### src/rtl/sram_2port_bank_ctrl_if.sv
// Request/response bus between the datapath (master) and the SRAM bank sequencer (slave).
interface sram_2port_bank_ctrl_if #(
  parameter int WIDTH  = 8,
  parameter int ADDR_W = 4
);
  logic              req_valid;
  logic              req_ready;
  logic              req_we;
  logic [ADDR_W-1:0] req_addr_a;
  logic [ADDR_W-1:0] req_addr_b;
  logic [WIDTH-1:0]  req_wdata;
  logic              rsp_valid;
  logic              rsp_ready;
  logic [WIDTH-1:0]  rsp_rdata_a;
  logic [WIDTH-1:0]  rsp_rdata_b;
  logic              rsp_err;

  modport master (
    output req_valid, req_we, req_addr_a, req_addr_b, req_wdata, rsp_ready,
    input  req_ready, rsp_valid, rsp_rdata_a, rsp_rdata_b, rsp_err
  );

  modport slave (
    input  req_valid, req_we, req_addr_a, req_addr_b, req_wdata, rsp_ready,
    output req_ready, rsp_valid, rsp_rdata_a, rsp_rdata_b, rsp_err
  );
endinterface

### src/rtl/sram_2port_bank_ctrl.sv
// DEPTH x WIDTH two-port SRAM bank (port A r/w, port B read-only) with its
// srclk / word-line access sequencer; one valid/ready request per access.
module sram_2port_bank_ctrl #(
  parameter int WIDTH      = 8,
  parameter int DEPTH      = 16,
  parameter int ADDR_W     = $clog2(DEPTH),
  parameter int PRE_CYCLES = 2,
  parameter int WL_CYCLES  = 2
) (
  input  logic                  clk,
  input  logic                  reset,
  sram_2port_bank_ctrl_if.slave bus,
  output logic                  srclk_p,
  output logic                  srclk_n,
  output logic                  pen,
  output logic                  pen_n,
  output logic [DEPTH-1:0]      word_a,
  output logic [DEPTH-1:0]      word_b
);

  typedef enum logic [2:0] {
    S_IDLE, S_CLK_DN, S_WL_ON, S_CLK_UP, S_WL_OFF, S_RESP
  } state_t;

  localparam int CNT_MAX = (PRE_CYCLES > WL_CYCLES) ? PRE_CYCLES : WL_CYCLES;
  localparam int CNT_W   = (CNT_MAX > 1) ? $clog2(CNT_MAX) : 1;
  localparam logic [CNT_W-1:0]  PRE_LAST = CNT_W'(PRE_CYCLES - 1);
  localparam logic [CNT_W-1:0]  WL_LAST  = CNT_W'(WL_CYCLES - 1);
  localparam logic [ADDR_W:0]   DEPTH_X  = (ADDR_W + 1)'(DEPTH);
  localparam logic [DEPTH-1:0]  ONE      = DEPTH'(1);

  state_t            state, state_d;
  logic [CNT_W-1:0]  cnt, cnt_d;

  logic              we_q;
  logic [ADDR_W-1:0] addr_a_q, addr_b_q;
  logic [WIDTH-1:0]  wdata_q;
  logic [WIDTH-1:0]  rdata_a_q, rdata_b_q;
  logic              err_q;

  logic [WIDTH-1:0]  mem [DEPTH];

  logic accept, capture, a_ok, b_ok, wl_on;

  assign accept  = (state == S_IDLE) && bus.req_valid;
  assign capture = (state == S_WL_ON) && (cnt == WL_LAST);
  assign a_ok    = {1'b0, addr_a_q} < DEPTH_X;
  assign b_ok    = {1'b0, addr_b_q} < DEPTH_X;
  assign wl_on   = (state == S_WL_ON) || (state == S_CLK_UP);

  always_ff @(posedge clk or negedge reset) begin
    if (!reset) begin
      state <= S_IDLE;
      cnt   <= '0;
    end else begin
      state <= state_d;
      cnt   <= cnt_d;
    end
  end

  always_comb begin
    state_d = state;
    cnt_d   = cnt;
    case (state)
      S_IDLE: begin
        if (bus.req_valid) begin
          state_d = S_CLK_DN;
          cnt_d   = '0;
        end
      end
      S_CLK_DN: begin
        if (cnt == PRE_LAST) begin
          state_d = S_WL_ON;
          cnt_d   = '0;
        end else begin
          cnt_d = cnt + 1'b1;
        end
      end
      S_WL_ON: begin
        if (cnt == WL_LAST) begin
          state_d = S_CLK_UP;
          cnt_d   = '0;
        end else begin
          cnt_d = cnt + 1'b1;
        end
      end
      S_CLK_UP: begin
        if (cnt == PRE_LAST) begin
          state_d = S_WL_OFF;
          cnt_d   = '0;
        end else begin
          cnt_d = cnt + 1'b1;
        end
      end
      S_WL_OFF: state_d = S_RESP;
      S_RESP:   if (bus.rsp_ready) state_d = S_IDLE;
      default:  state_d = S_IDLE;
    endcase
  end

  always_ff @(posedge clk or negedge reset) begin
    if (!reset) begin
      we_q     <= 1'b0;
      addr_a_q <= '0;
      addr_b_q <= '0;
      wdata_q  <= '0;
    end else if (accept) begin
      we_q     <= bus.req_we;
      addr_a_q <= bus.req_addr_a;
      addr_b_q <= bus.req_addr_b;
      wdata_q  <= bus.req_wdata;
    end
  end

  // Read data is taken from the pre-write contents on the same edge that commits the write.
  always_ff @(posedge clk or negedge reset) begin
    if (!reset) begin
      rdata_a_q <= '0;
      rdata_b_q <= '0;
      err_q     <= 1'b0;
    end else if (capture) begin
      rdata_a_q <= a_ok ? mem[addr_a_q] : '0;
      rdata_b_q <= b_ok ? mem[addr_b_q] : '0;
      err_q     <= !a_ok || !b_ok;
    end
  end

  always_ff @(posedge clk) begin
    if (capture && we_q && a_ok) mem[addr_a_q] <= wdata_q;
  end

  assign bus.req_ready   = (state == S_IDLE);
  assign bus.rsp_valid   = (state == S_RESP);
  assign bus.rsp_rdata_a = rdata_a_q;
  assign bus.rsp_rdata_b = rdata_b_q;
  assign bus.rsp_err     = err_q;

  assign srclk_p = !((state == S_CLK_DN) || (state == S_WL_ON));
  assign srclk_n = !srclk_p;
  assign pen     = we_q && (state inside {S_CLK_DN, S_WL_ON, S_CLK_UP, S_WL_OFF});
  assign pen_n   = !pen;
  assign word_a  = (wl_on && a_ok) ? (ONE << addr_a_q) : '0;
  assign word_b  = (wl_on && b_ok) ? (ONE << addr_b_q) : '0;

endmodule

### src/flat_wrapper.sv
// flat-port wrapper written by rule: the top's interface ports become plain ports
module sram_2port_bank_ctrl_flat 
#(
  parameter int WIDTH      = 8,
  parameter int DEPTH      = 16,
  parameter int ADDR_W     = $clog2(DEPTH),
  parameter int PRE_CYCLES = 2,
  parameter int WL_CYCLES  = 2
)
  (clk, reset, srclk_p, srclk_n, pen, pen_n, word_a, word_b, bus_req_valid, bus_req_we, bus_req_addr_a, bus_req_addr_b, bus_req_wdata, bus_rsp_ready, bus_req_ready, bus_rsp_valid, bus_rsp_rdata_a, bus_rsp_rdata_b, bus_rsp_err);
  sram_2port_bank_ctrl_if #(.WIDTH(WIDTH), .ADDR_W(ADDR_W)) bus_i ();
  input  logic clk;
  input  logic reset;
  output logic srclk_p;
  output logic srclk_n;
  output logic pen;
  output logic pen_n;
  output logic [DEPTH-1:0] word_a;
  output logic [DEPTH-1:0] word_b;
  input wire logic [$bits(bus_i.req_valid)-1:0] bus_req_valid;
  input wire logic [$bits(bus_i.req_we)-1:0] bus_req_we;
  input wire logic [$bits(bus_i.req_addr_a)-1:0] bus_req_addr_a;
  input wire logic [$bits(bus_i.req_addr_b)-1:0] bus_req_addr_b;
  input wire logic [$bits(bus_i.req_wdata)-1:0] bus_req_wdata;
  input wire logic [$bits(bus_i.rsp_ready)-1:0] bus_rsp_ready;
  output wire logic [$bits(bus_i.req_ready)-1:0] bus_req_ready;
  output wire logic [$bits(bus_i.rsp_valid)-1:0] bus_rsp_valid;
  output wire logic [$bits(bus_i.rsp_rdata_a)-1:0] bus_rsp_rdata_a;
  output wire logic [$bits(bus_i.rsp_rdata_b)-1:0] bus_rsp_rdata_b;
  output wire logic [$bits(bus_i.rsp_err)-1:0] bus_rsp_err;
  assign bus_i.req_valid = bus_req_valid;
  assign bus_i.req_we = bus_req_we;
  assign bus_i.req_addr_a = bus_req_addr_a;
  assign bus_i.req_addr_b = bus_req_addr_b;
  assign bus_i.req_wdata = bus_req_wdata;
  assign bus_i.rsp_ready = bus_rsp_ready;
  assign bus_req_ready = bus_i.req_ready;
  assign bus_rsp_valid = bus_i.rsp_valid;
  assign bus_rsp_rdata_a = bus_i.rsp_rdata_a;
  assign bus_rsp_rdata_b = bus_i.rsp_rdata_b;
  assign bus_rsp_err = bus_i.rsp_err;
  sram_2port_bank_ctrl #(.WIDTH(WIDTH), .DEPTH(DEPTH), .ADDR_W(ADDR_W), .PRE_CYCLES(PRE_CYCLES), .WL_CYCLES(WL_CYCLES)) u_core (.clk(clk), .reset(reset), .bus(bus_i), .srclk_p(srclk_p), .srclk_n(srclk_n), .pen(pen), .pen_n(pen_n), .word_a(word_a), .word_b(word_b));
endmodule
### config.mk
export PLATFORM = sky130hd
export DESIGN_NAME = sram_2port_bank_ctrl_flat
export DESIGN_NICKNAME = d
export VERILOG_FILES = /design/src/rtl/sram_2port_bank_ctrl_if.sv /design/src/rtl/sram_2port_bank_ctrl.sv /design/src/flat_wrapper.sv
export SDC_FILE = /design/constraint.sdc
export NUM_CORES = 1
export LEC_CHECK = 0
export BUFFER_PORTS_ARGS = -buffer_cell sky130_fd_sc_hd__clkbuf_2
export CAP_MARGIN = 20
export CORE_ASPECT_RATIO = 2
export CORE_MARGIN = 5
export CORE_UTILIZATION = 59
export DETAILED_ROUTE_END_ITERATION = 16
export HOLD_SLACK_MARGIN = 0.12
export PLACE_DENSITY = 0.79
export SLEW_MARGIN = 20
export SYNTH_ARGS = -nofsm -noshare
export SYNTH_HDL_FRONTEND = slang
export SYNTH_SLANG_ARGS = --single-unit
### constraint.sdc
create_clock -name clk -period 3.7 [get_ports clk]
set_input_delay 0.37 -clock clk [delete_from_list [all_inputs] [get_ports clk]]
set_output_delay 0.37 -clock clk [all_outputs]
set_load 0.02 [all_outputs]
==> metrics.log, run 1 <==
[metrics] status: completed
[metrics] starting density of the core: around three fifths
[metrics] setup repair after global routing missed its margin: no
[metrics] net switching power figure: 0.00274 W
[metrics] post-synth net total: 530
[metrics] highest net fanout along the worst path: 12
[metrics] area taken by multi-input logic gates: 2820 um2
[metrics] maximum clock frequency: about 370 MHz
[metrics] area leader, netlist: sky130_fd_sc_hd__edfxtp_1
[metrics] worst-case clock buffer depth: 2
[metrics] share of power burned in registers: roughly 43%
[metrics] routed vias: 4882
[metrics] top cells by area, synth: sky130_fd_sc_hd__edfxtp_1, sky130_fd_sc_hd__dfrtp_1, sky130_fd_sc_hd__mux4_2
[metrics] global router's overall resource usage: between 20 and 30%
[metrics] Setup violations, final: 0
[metrics] Std-Cell Rows: 59
[metrics] clock sink count: between 150 and 200
[metrics] fin. max-slew vios: 0
[metrics] critical path endpoint category: register
[metrics] drc violations: 0
[metrics] Gate Count Post-Synth: roughly 510
[metrics] worst setup skew after layout: approximately 13 ps
[metrics] global placer's final weighted congestion: 0.958
[metrics] violation count after the first detailed-route iteration: 407
[metrics] # IOs: 76
[metrics] die area: approximately 16000 um2
[metrics] number of antenna-violating nets in the routed design: 0
[metrics] area of the core: 13100 um2
[metrics] post-synth design cell area: about 8000 um2
[metrics] slew at the pin closest to its max-slew limit: roughly 990 ps
[metrics] most numerous cell in the Yosys netlist: sky130_fd_sc_hd__edfxtp_1
[metrics] category of the critical setup timing path: register to register
[metrics] final standard cell utilization of the core: between 60% and 70%
[metrics] data arrival time of the critical path: 2740 ps
[metrics] post-DR wirelength/cell: between 20 and 30 um
[metrics] number of enable-type register cells in the synthesized netlist: between 100 and 150
[metrics] Seq/Total Area, Yosys: between 60 and 70%
[metrics] insertion delay to the later sink of the worst-skew pair: 420 ps
[metrics] cell leakage power: ~3.2 nW
[metrics] list of most frequent post-synthesis cells: sky130_fd_sc_hd__edfxtp_1, sky130_fd_sc_hd__nor2_1, sky130_fd_sc_hd__mux2i_1, sky130_fd_sc_hd__dfrtp_1, sky130_fd_sc_hd__mux4_2
[metrics] CTS tree: done
[metrics] Gate power share: 33.6%
[metrics] part of the total power dissipated in the clock network: approximately 23%
[metrics] number of antenna diodes: 0
[metrics] largest net degree at the start of global routing: 38
[metrics] Hold Violations, Final: 0
[metrics] overall die width: between 90 and 100 um
[metrics] number of standard cells in the final layout excluding fillers: 736
[metrics] startpoint type of the worst setup path: register
[metrics] # Max-Cap Violations: 0
[metrics] clock slew at reported path FFs: 70 ps
[metrics] count of different cell masters after synthesis: 49
[metrics] maximum level of the CTS H-tree: 4
[metrics] IO Port Bufs: between 70 and 80
[metrics] global-route congestion overflow total: 0
[metrics] layout-stage area growth over the synthesis result: 11.5%
[metrics] Req. time, crit path: between 3000 and 4000 ps
[metrics] flip-flop cell with the highest count after synthesis: sky130_fd_sc_hd__edfxtp_1
[metrics] mean instance size in the synthesized netlist: ~15 um2
[metrics] count of placed standard cells including taps: between 700 and 800
[metrics] Layout Nets: approximately 600
[metrics] DRT Pass-1 Iters: 5
[metrics] total routed wirelength: around 20000 um
[metrics] power per cell area: about 820 nW/um2
[metrics] P_int: roughly 0.0045 W
[metrics] via count of the first global-routing pass: approximately 5000
[metrics] area taken by flip-flops and latches: between 4000 and 5000 um2
[metrics] DIE HEIGHT: around 170 um
[metrics] Hold Crit Class: input pin to register
[metrics] via-per-instance ratio: 6.63
[metrics] Switching Fraction: a little under two fifths
[metrics] worst ir drop on vdd: ~0.54 mV
[metrics] number of filler instances in the final layout: 899
[metrics] flops & latches, synth: about 170
[metrics] fraction of registers with async set/reset: between 20 and 25%
[metrics] number of buffers inserted during clock tree synthesis: 17
[metrics] count of synthesis-stage warnings from yosys: 0
[metrics] post-CTS setup-driven buffer insertion count: 0
[metrics] root cell of the clock tree: sky130_fd_sc_hd__clkbuf_16
[metrics] Synth top area share: approximately half
[metrics] total negative setup slack: 0 ps
[metrics] post-layout minimum cycle time: between 2000 and 3000 ps
[metrics] portion of the clock cycle consumed by the worst path in the final layout: 73.0%
[metrics] Max-Slew Margin vs Limit: about a third
[metrics] layout cells sized above 1: between 30 and 40%
[metrics] number of antenna violations at the first check in global routing: 0
[metrics] sum of net half-perimeters after detailed placement: approximately 14000 um
[metrics] first-pass GRT wire length: 29000 um
per-layer routing:
metal | wire length (um) | up-vias | global-route usage (%) | part of all wire [%]
met5 | 0 | - | 0 | 0
met4 | 1050 | 0 | 15.0 | 5.4
met3 | 1220 | 50 | 4.21 | 6.2
met2 | 10700 | 274 | 45.2 | 55
met1 | 6570 | 2432 | 27.8 | 34
li1 | - | 2126 | - | -
cells in the final DEF, fill, tap and decap left out, types with 10 or more instances in the layout:
cell	instances
sky130_fd_sc_hd__mux4_2	32
sky130_fd_sc_hd__edfxtp_1	128
sky130_fd_sc_hd__nand2_1	21
sky130_fd_sc_hd__mux2_2	24
sky130_fd_sc_hd__o21ai_0	10
sky130_fd_sc_hd__clkbuf_2	74
sky130_fd_sc_hd__dfrtp_1	35
sky130_fd_sc_hd__nand3_1	16
sky130_fd_sc_hd__a22oi_1	20
sky130_fd_sc_hd__mux4_1	14
sky130_fd_sc_hd__mux2i_1	38
sky130_fd_sc_hd__nor2_1	55
sky130_fd_sc_hd__clkbuf_16	17
worst max-delay path: stages (launching register included):
cell,delay [ps]
sky130_fd_sc_hd__dfrtp_1,580
sky130_fd_sc_hd__nor2_1,620
sky130_fd_sc_hd__nand3_1,300
sky130_fd_sc_hd__nor2_1,800
cell families (layout without fill, tap and decap cells):
| group | Yosys count | count (layout) | synth area share, % |
|---|---|---|---|
| DFF | 165 | 165 | 60.6 |
| and+or+nand+nor | 134 | 134 | 8.31 |
| muxes | 110 | 110 | 22.5 |
| AOI/OAI and AO/OA | 54 | 54 | 4.62 |
| buffers and inverters | 43 | 118 | 3.69 |
| xor gates and xnor gates | 2 | 2 | 0.222 |
| other | 1 | 1 | 0.0476 |
power by group through the flow:
stage / logic [W] / clock network (W) / registers [W]
5_1_grt: 0.00259 / 0.00176 / 0.00320
2_1_floorplan: 0.00207 / 0 / 0.00278
3_3_place_gp: 0.00238 / 0 / 0.00314
4_1_cts: 0.00244 / 0.00169 / 0.00313
3_5_place_dp: 0.00243 / 0 / 0.00317
6_report: 0.00243 / 0.00166 / 0.00315
state kept, by name, indices dropped and copies added (netlist names):
register and flops:
u_core.mem 128, u_core.state 3, u_core.addr_b_q 4, u_core.cnt 1
u_core.we_q 1, u_core.bus.rsp_rdata_a 8, u_core.addr_a_q 4, u_core.wdata_q 8
u_core.bus.rsp_rdata_b 8
stage by stage:
step	power [W]	worst slack, ps	hold slack [ps]	cell area [um2]
final	0.00724	1000	182	8780
after global placement	0.00552	1050	458	8220
after CTS	0.00726	1030	170	8780
after detailed placement	0.00560	1080	466	8220
after global routing	0.00755	934	171	8780
after floorplan	0.00485	1670	74.4	7880
worst paths after layout:
check	start	to	slack [ps]	cells after the start
setup / recovery	u_core.addr_a_q[1]$_DFFE_PN0P_	u_core.mem[12][6]$_DFFE_PP_	1000	3
setup reg to reg	u_core.addr_a_q[1]$_DFFE_PN0P_	u_core.mem[12][6]$_DFFE_PP_	1000	3
min in group asynchronous	reset	u_core.addr_a_q[3]$_DFFE_PN0P_	560	3
max in group asynchronous	reset	u_core.addr_b_q[0]$_DFFE_PN0P_	2720	3
hold / removal	bus_req_wdata[4]	u_core.wdata_q[4]$_DFFE_PN0P_	180	2
hold reg to reg	u_core.bus.rsp_rdata_b[5]$_DFFE_PN0P_	u_core.bus.rsp_rdata_b[5]$_DFFE_PN0P_	500	2
final cells by class:
class                   instances  share of cell area (%)
well taps                     152                    2.17
multi-input cells             301                    32.1
inverters                       3                   0.128
clock buffers                  18                    4.89
clock inverters                14                    1.42
flip-flops and latches        165                    54.3
repair buffers                 83                    5.01
timing repair:
action                    CTS  global route
resized for setup           0             0
hold buffers                1             0
hold endpoints to repair   37             0
(Power assumes the default switching activity.)
==> inputs of run 2 (changes only) <==
==> constraint.sdc (replaced) <==
create_clock -name clk -period 2.5 [get_ports clk]
set_input_delay 0.25 -clock clk [delete_from_list [all_inputs] [get_ports clk]]
set_output_delay 0.25 -clock clk [all_outputs]
set_load 0.02 [all_outputs]
==> run 2 against run 1 <==
  * Combinational power grew 58%
  * Clock power grew 50%
  * Sequential cell count is the same
  * Global-route usage grew 1.0 points
  * Sequential power grew 44%
  * Routed wire length grew 4.6%
  * Register-to-register slack lost 650 ps
  * Worst hold slack gained 21 ps
  * Largest cell class unchanged
  * Clock skew shrank 2.0 ps
  * First-iteration DRC count grew 31%
  * Cell area grew 4.3%
==> metrics.log, run 2 (synthesis gave the netlist of run 1 again) <==
[metrics] portion of the clock cycle consumed by the worst path in the final layout: between 90 and 100%
[metrics] power per cell area: 1190 nW/um2 (+44%)
[metrics] depth of the worst register-to-register path: 4 (+1)
[metrics] number of antenna violations at the first check in global routing: 0 (unchanged)
[metrics] area taken by multi-input logic gates: 2820 um2 (+0.18%)
[metrics] largest reg by FF count: u_core.mem
[metrics] area of the core: 13100 um2 (unchanged)
[metrics] Hold Violations, Final: 0 (unchanged)
[metrics] commonest cells after routing, fill and taps aside: sky130_fd_sc_hd__edfxtp_1, sky130_fd_sc_hd__clkbuf_2, sky130_fd_sc_hd__nor2_1, sky130_fd_sc_hd__mux2i_1, sky130_fd_sc_hd__dfrtp_1
[metrics] layout-stage area growth over the synthesis result: 16.4%
[metrics] # Max-Cap Violations: 0 (unchanged)
[metrics] flip-flop count of the largest register, all copies and words added: 128 (unchanged)
[metrics] maximum level of the CTS H-tree: 4 (unchanged)
[metrics] global placer's final weighted congestion: 0.927 (-3.2%)
[metrics] Cells on Worst Hold Path: 4 (+2)
[metrics] delay of the slowest cell on the worst path: 810 ps (about the same)
[metrics] category of the critical setup timing path: register to output port
[metrics] routed vias: 5228 (+7.1%)
[metrics] # IOs: 76 (unchanged)
[metrics] fin. max-slew vios: 0 (unchanged)
[metrics] Max-Slew Margin vs Limit: 43.9% (+10 points)
[metrics] global router's overall resource usage: 26.3% (+1.0 points)
[metrics] number of antenna diodes: 0 (unchanged)
[metrics] IO Port Bufs: 74 (unchanged)
[metrics] Hold Crit Class: input pin to register
[metrics] critical path's top delay family: flip-flops
[metrics] drc violations: 0 (unchanged)
[metrics] slew at the pin closest to its max-slew limit: 842 ps (-150 ps)
[metrics] overall die width: 91.7 um (unchanged)
[metrics] die area: 15900 um2 (unchanged)
[metrics] Post-Layout Inst Area: 9170 um2 (+4.3%)
[metrics] largest net degree at the start of global routing: 38 (unchanged)
[metrics] status: completed
[metrics] total negative setup slack: 0 ps (unchanged)
[metrics] worst ir drop on vdd: 0.684 mV (+28%)
[metrics] worst-case clock buffer depth: 2 (unchanged)
[metrics] layout cells sized above 1: 32.4% (+1.9 points)
[metrics] maximum clock frequency: ~420 MHz
[metrics] highest net fanout along the worst path: 15 (+3)
[metrics] Hold Worst Slack: 203 ps (+21.0 ps)
[metrics] global-route congestion overflow total: 0 (unchanged)
[metrics] post-layout minimum cycle time: 2360 ps
[metrics] amount of wire on met3 after detailed routing: 1460 um (+20%)
[metrics] insertion delay to the later sink of the worst-skew pair: 430 ps (about the same)
[metrics] final standard cell utilization of the core: 70.1% (+2.9 points)
[metrics] top routing layer in use: met4
[metrics] violation count after the first detailed-route iteration: 535 (+31%)
[metrics] Layout Nets: 634 (+7.1%)
[metrics] Levels on crit path: 4 (+1)
[metrics] clock slew at reported path FFs: 70 ps (about the same)
[metrics] root cell of the clock tree: sky130_fd_sc_hd__clkbuf_16
[metrics] Req. time, crit path: 2250 ps (-1490 ps)
[metrics] post-CTS setup-driven buffer insertion count: 0 (unchanged)
[metrics] first-pass GRT wire length: 30500 um (+5.1%)
[metrics] number of antenna-violating nets in the routed design: 0 (unchanged)
[metrics] cell leakage power: 3.44 nW (+6.8%)
[metrics] clock sink count: 165 (unchanged)
[metrics] startpoint type of the worst setup path: register
[metrics] DRT Pass-1 Iters: 5 (unchanged)
[metrics] critical path endpoint category: output port
[metrics] detailed-route wire length on metal 1: 6960 um (+5.9%)
[metrics] via count of the first global-routing pass: 5325 (+6.4%)
[metrics] starting density of the core: 60.3% (unchanged)
[metrics] worst setup skew after layout: 10.6 ps (-2.04 ps)
[metrics] data arrival time of the critical path: 2110 ps (-630 ps)
[metrics] number of buffers inserted during clock tree synthesis: 17 (unchanged)
[metrics] total power consumption of the routed design: 0.0109 W (+50%)
[metrics] number of filler instances in the final layout: 850 (-5.5%)
[metrics] CP Cell Sequence: and2_2, nand2_1, nor2_1, clkbuf_2
[metrics] WL met2: 10400 um (-2.6%)
[metrics] sum of net half-perimeters after detailed placement: 14500 um (+6.2%)
[metrics] Std-Cell Rows: 59 (unchanged)
[metrics] Setup violations, final: 0 (unchanged)
[metrics] most frequent standard cell in the layout excluding fill and tap cells: sky130_fd_sc_hd__edfxtp_1
[metrics] DP Area: 8410 um2 (+2.3%)
[metrics] Max stage delay cell, worst path: sky130_fd_sc_hd__dfrtp_1
[metrics] DIE HEIGHT: 173 um (unchanged)
[metrics] total routed wirelength: 20500 um (+4.6%)
[metrics] number of buffer and inverter stages on the critical path: 1 (+1)
[metrics] area taken by flip-flops and latches: 4770 um2 (about the same)
[metrics] via-per-instance ratio: 6.72 (+1.3%)
[metrics] CTS tree: done
[metrics] post-DR wirelength/cell: 26.3 um (-1.1%)
[run 2: power by group]
| part | leakage [nW] | total (W) | internal (W) | switching, W |
|---|---|---|---|---|
| Sequential | 1.60 | 0.00455 | 0.00361 | 0.000947 |
| Combinational | 1.57 | 0.00384 | 0.00178 | 0.00206 |
| Clock | 0.274 | 0.00249 | 0.00139 | 0.00110 |
[run 2: worst register-to-register path: stages (launching register included)]
cell                       delay, ps
sky130_fd_sc_hd__dfrtp_1         810
sky130_fd_sc_hd__buf_4           310
sky130_fd_sc_hd__mux4_1          570
sky130_fd_sc_hd__a22oi_1         210
sky130_fd_sc_hd__o211ai_1        120
[run 2: final cells by class]
| class | instances | area share (%) |
|---|---|---|
| Inverter | 3 | 0.123 |
| Clock inverter | 13 | 1.34 |
| Multi-Input combinational cell | 301 | 30.8 |
| Clock buffer | 19 | 4.72 |
| Timing Repair Buffer | 125 | 8.87 |
| Sequential cell | 165 | 52.1 |
| Tap cell | 152 | 2.08 |
[run 2: metrics by stage]
stage	setup slack, ps	instances
detailed placement	371	727
global placement	455	727
CTS	16.5	778
finish	144	778
floorplan	472	509
global route	-9.55	778
[run 2: routing by layer]
layer  vias up  GRT usage (%)
li1       2207              -
met1      2591           29.8
met2       327           44.7
met3       103           5.56
met4         0           16.8
met5         -              0
[run 2: final timing paths]
path                                                        from                                    end  slack, ps
max                               u_core.addr_a_q[0]$_DFFE_PN0P_                              word_a[3]        140
min in group asynchronous                                  reset          u_core.wdata_q[2]$_DFFE_PN0P_        450
min reg2reg                u_core.bus.rsp_rdata_b[2]$_DFFE_PN0P_  u_core.bus.rsp_rdata_b[2]$_DFFE_PN0P_        500
max in group asynchronous                                  reset  u_core.bus.rsp_rdata_a[6]$_DFFE_PN0P_       1380
min                                                bus_req_valid                 u_core.cnt$_DFFE_PN0P_        200
max reg2reg                       u_core.addr_a_q[0]$_DFFE_PN0P_  u_core.bus.rsp_rdata_a[2]$_DFFE_PN0P_        350
[run 2: timing repair]
action                                  4_1_cts  5_1_grt
gates resized for setup                       0        3
hold endpoints to repair                     46        0
hold buffers                                 19        0
endpoints found under the setup margin        0       32
==> inputs of run 3 (changes only) <==
--- a/config.mk
+++ b/config.mk
@@ -12,7 +12,7 @@
 export CORE_UTILIZATION = 59
 export DETAILED_ROUTE_END_ITERATION = 16
 export HOLD_SLACK_MARGIN = 0.12
-export PLACE_DENSITY = 0.79
+export PLACE_DENSITY_LB_ADDON = 0.3
 export SLEW_MARGIN = 20
 export SYNTH_ARGS = -nofsm -noshare
 export SYNTH_HDL_FRONTEND = slang
==> run 3 against run 2 <==
  * Routed wire length shrank 0.91%
  * Global-route usage decreased by 0.12 points
  * Critical endpoint is now word_a[7]
  * Worst setup slack improved by 9.0 ps
  * Highest routed layer unchanged
  * Non-clock buffer count decreased by 4
  * Power about the same
  * Clock skew grew 3.7 ps
  * Sequential share of layout area up 0.071 points
  * Critical path depth is the same
  * Utilization decreased by 0.096 points
  * Die area unchanged
  * Count of clock-buffer cells in the layout is the same
  * Register-to-register slack about the same
==> metrics.log, run 3 (synthesis gave the netlist of run 1 again) <==
[metrics] critical path's top delay family: flip-flops
[metrics] Max-Slew Margin vs Limit: 55.7% (+12 points)
[metrics] die area: 15900 um2 (unchanged)
[metrics] clock slew at reported path FFs: 70 ps (about the same)
[metrics] most frequent standard cell in the layout excluding fill and tap cells: sky130_fd_sc_hd__edfxtp_1
[metrics] slew at the pin closest to its max-slew limit: 664 ps (-178 ps)
[metrics] Max stage delay cell, worst path: sky130_fd_sc_hd__dfrtp_1
[metrics] layout-stage area growth over the synthesis result: 16.2%
[metrics] Hold Worst Slack: 148 ps (-54.9 ps)
[metrics] maximum level of the CTS H-tree: 4 (unchanged)
[metrics] net switching power figure: 0.00412 W (+0.27%)
[metrics] status: completed
[metrics] Req. time, crit path: 2250 ps (about the same)
[metrics] sum of net half-perimeters after detailed placement: 14100 um (-3.1%)
[metrics] post-DR wirelength/cell: 26.2 um (-0.40%)
[metrics] global routing usage on met2: 46.0% (+1.3 points)
[metrics] via count of the first global-routing pass: 5292 (-0.62%)
[metrics] setup repair after global routing missed its margin: no
[metrics] Most Crowded Layer GR: met2
[metrics] via-per-instance ratio: 6.67 (-0.68%)
[metrics] number of antenna violations at the first check in global routing: 0 (unchanged)
[metrics] Cells on Worst Hold Path: 4 (unchanged)
[metrics] data arrival time of the critical path: 2100 ps (about the same)
[metrics] Std-Cell Rows: 59 (unchanged)
[metrics] number of standard cells in the final layout excluding fillers: 774 (-0.51%)
[metrics] number of buffers inserted during clock tree synthesis: 17 (unchanged)
[metrics] CP Cell Sequence: and2_2, nand2_1, nor2_1, clkbuf_2
[metrics] part of the total power dissipated in the clock network: 22.7% (-0.2 points)
[metrics] power per cell area: 1190 nW/um2 (+0.12%)
[metrics] cell leakage power: 3.42 nW (-0.65%)
[metrics] worst ir drop on vdd: 0.780 mV (+14%)
[metrics] highest net fanout along the worst path: 14 (-1)
[metrics] Switching Fraction: 37.9% (+0.11 points)
[metrics] Setup violations, final: 0 (unchanged)
[metrics] count of placed standard cells including taps: 724 (-0.41%)
[metrics] flip-flop count of the largest register, all copies and words added: 128 (unchanged)
[metrics] critical path endpoint category: output port
[metrics] global router's overall resource usage: 26.2% (-0.12 points)
[metrics] P_int: 0.00676 W (-0.19%)
[metrics] first-pass GRT wire length: 30500 um (+0.25%)
[metrics] total negative setup slack: 0 ps (unchanged)
[metrics] Hold Violations, Final: 0 (unchanged)
[metrics] worst-case clock buffer depth: 2 (unchanged)
[metrics] violation count after the first detailed-route iteration: 657 (+23%)
[metrics] worst setup skew after layout: 14.3 ps (+3.70 ps)
[metrics] final standard cell utilization of the core: 70.0% (-0.096 points)
[metrics] # IOs: 76 (unchanged)
[metrics] M1 GR Usage: 29.3% (-0.45 points)
[metrics] layout cells sized above 1: 32.5% (+0.048 points)
[metrics] global placer's final weighted congestion: 0.896 (-3.3%)
[metrics] Post-Place Setup Slack: 352 ps (-19.0 ps)
[metrics] overall die width: 91.7 um (unchanged)
[metrics] # Max-Cap Violations: 0 (unchanged)
[metrics] area taken by flip-flops and latches: 4770 um2 (unchanged)
[metrics] root cell of the clock tree: sky130_fd_sc_hd__clkbuf_16
[metrics] drc violations: 0 (unchanged)
[metrics] clock sink count: 165 (unchanged)
[metrics] category of the critical setup timing path: register to output port
[metrics] worst hold endpoint: u_core.state[2]$_DFFE_PN0P_
[metrics] source of the worst hold timing path: bus_rsp_ready
[metrics] Gate power share: 35.8% (+0.5 points)
[metrics] number of buffer and inverter stages on the critical path: 1 (unchanged)
[metrics] largest reg by FF count: u_core.mem
[metrics] total routed wirelength: 20300 um (-0.91%)
[metrics] area taken by multi-input logic gates: 2820 um2 (about the same)
[metrics] area of the core: 13100 um2 (unchanged)
[metrics] met3 Usage GRT: 4.69% (-0.87 points)
[metrics] number of antenna-violating nets in the routed design: 0 (unchanged)
[metrics] delay of the slowest cell on the worst path: 770 ps (-40 ps)
[metrics] Reg2Reg Launch Point: u_core.addr_b_q[0]$_DFFE_PN0P_
[metrics] fin. max-slew vios: 0 (unchanged)
[metrics] launching element of the worst setup path: u_core.addr_a_q[1]$_DFFE_PN0P_
[metrics] routed vias: 5166 (-1.2%)
[metrics] maximum clock frequency: 426 MHz (+0.38%)
[metrics] depth of the worst register-to-register path: 5 (+1)
[metrics] CTS tree: done
[metrics] insertion delay to the later sink of the worst-skew pair: 430 ps (about the same)
[metrics] starting density of the core: 60.3% (unchanged)
[metrics] Reg2Reg Capture Point: u_core.bus.rsp_rdata_b[7]$_DFFE_PN0P_
[metrics] global-route congestion overflow total: 0 (unchanged)
[metrics] PnR worst setup slack: 153 ps (+9.03 ps)
[metrics] Reg2Reg Setup Slack: 340 ps (about the same)
[metrics] commonest cells after routing, fill and taps aside: sky130_fd_sc_hd__edfxtp_1, sky130_fd_sc_hd__clkbuf_2, sky130_fd_sc_hd__nor2_1, sky130_fd_sc_hd__mux2i_1, sky130_fd_sc_hd__dfrtp_1
[metrics] Layout Nets: 630 (-0.63%)
[metrics] DRT Pass-1 Iters: 6 (+1)
[metrics] share of power burned in registers: 41.5% (-0.3 points)
[metrics] largest net degree at the start of global routing: 38 (unchanged)
[metrics] IO Port Bufs: 74 (unchanged)
[metrics] Hold Crit Class: input pin to register
[metrics] number of filler instances in the final layout: 847 (-0.35%)
[metrics] post-layout minimum cycle time: 2350 ps (-9.03 ps)
[metrics] number of antenna diodes: 0 (unchanged)
[metrics] DIE HEIGHT: 173 um (unchanged)
[metrics] portion of the clock cycle consumed by the worst path in the final layout: 93.9% (-0.36 points)
[metrics] startpoint type of the worst setup path: register
[run 3: changes by cell type in the layout (fill, tap and decap cells not counted), sizes merged]
cell,previous run,this run
buf,32,29
bufinv,1,0
clkinv,5,3
clkinvlp,1,4
dlygate4sd3,19,18
[run 3: layer usage]
layer	up-vias	routed length, um	share of wire, %
met4	0	1260	6.2
met5	-	0	0
met1	2600	6670	33
li1	2207	-	-
met2	301	10900	54
met3	58	1430	7.0
[run 3: per-stage QoR]
stage	cell area, um2	total power (W)
global route	9150	0.0113
CTS	9150	0.0109
floorplan	7880	0.00718
detailed placement	8400	0.00837
global placement	8400	0.00824
finish	9150	0.0109
[run 3: timing repair]
item / 4_1_cts / 5_1_grt
hold buffers: 18 / 0
gates resized for setup: 1 / 1
buffers inserted: 0 / 0
endpoints found under the setup margin: 1 / 2
endpoints found under the hold margin: 32 / 0
[run 3: worst max-delay path by stage]
stage | endpoint | slack [ps] | cells after the start
floorplan | u_core.mem[0][0]$_DFFE_PP_ | 470 | 6
global placement | u_core.bus.rsp_rdata_b[7]$_DFFE_PN0P_ | 410 | 5
detailed placement | u_core.bus.rsp_rdata_b[7]$_DFFE_PN0P_ | 350 | 5
CTS | word_b[6] | 120 | 4
global route | word_b[7] | 50 | 4
finish | word_a[7] | 150 | 4
[run 3: final cells by class]
| type | instances | area share (%) |
|---|---|---|
| clock buffers | 19 | 4.95 |
| flip-flops and latches | 165 | 52.2 |
| inverters | 3 | 0.123 |
| repair buffers | 121 | 8.67 |
| clock inverters | 13 | 1.23 |
| multi-input cells | 301 | 30.8 |
| well taps | 152 | 2.08 |
[run 3: worst register-to-register path: stages (launching register included)]
cell                        delay [ps]
sky130_fd_sc_hd__dfrtp_2           710
sky130_fd_sc_hd__buf_4             380
sky130_fd_sc_hd__mux4_2            570
sky130_fd_sc_hd__mux2i_1           180
sky130_fd_sc_hd__o2bb2ai_1         130
sky130_fd_sc_hd__a21oi_1            60
[run 3: power groups by stage]
stage,registers (W),logic (W),clock network (W)
2_1_floorplan,0.00411,0.00307,0
3_3_place_gp,0.00449,0.00375,0
3_5_place_dp,0.00454,0.00383,0
4_1_cts,0.00449,0.00387,0.00250
5_1_grt,0.00459,0.00411,0.00263
6_report,0.00451,0.00389,0.00247
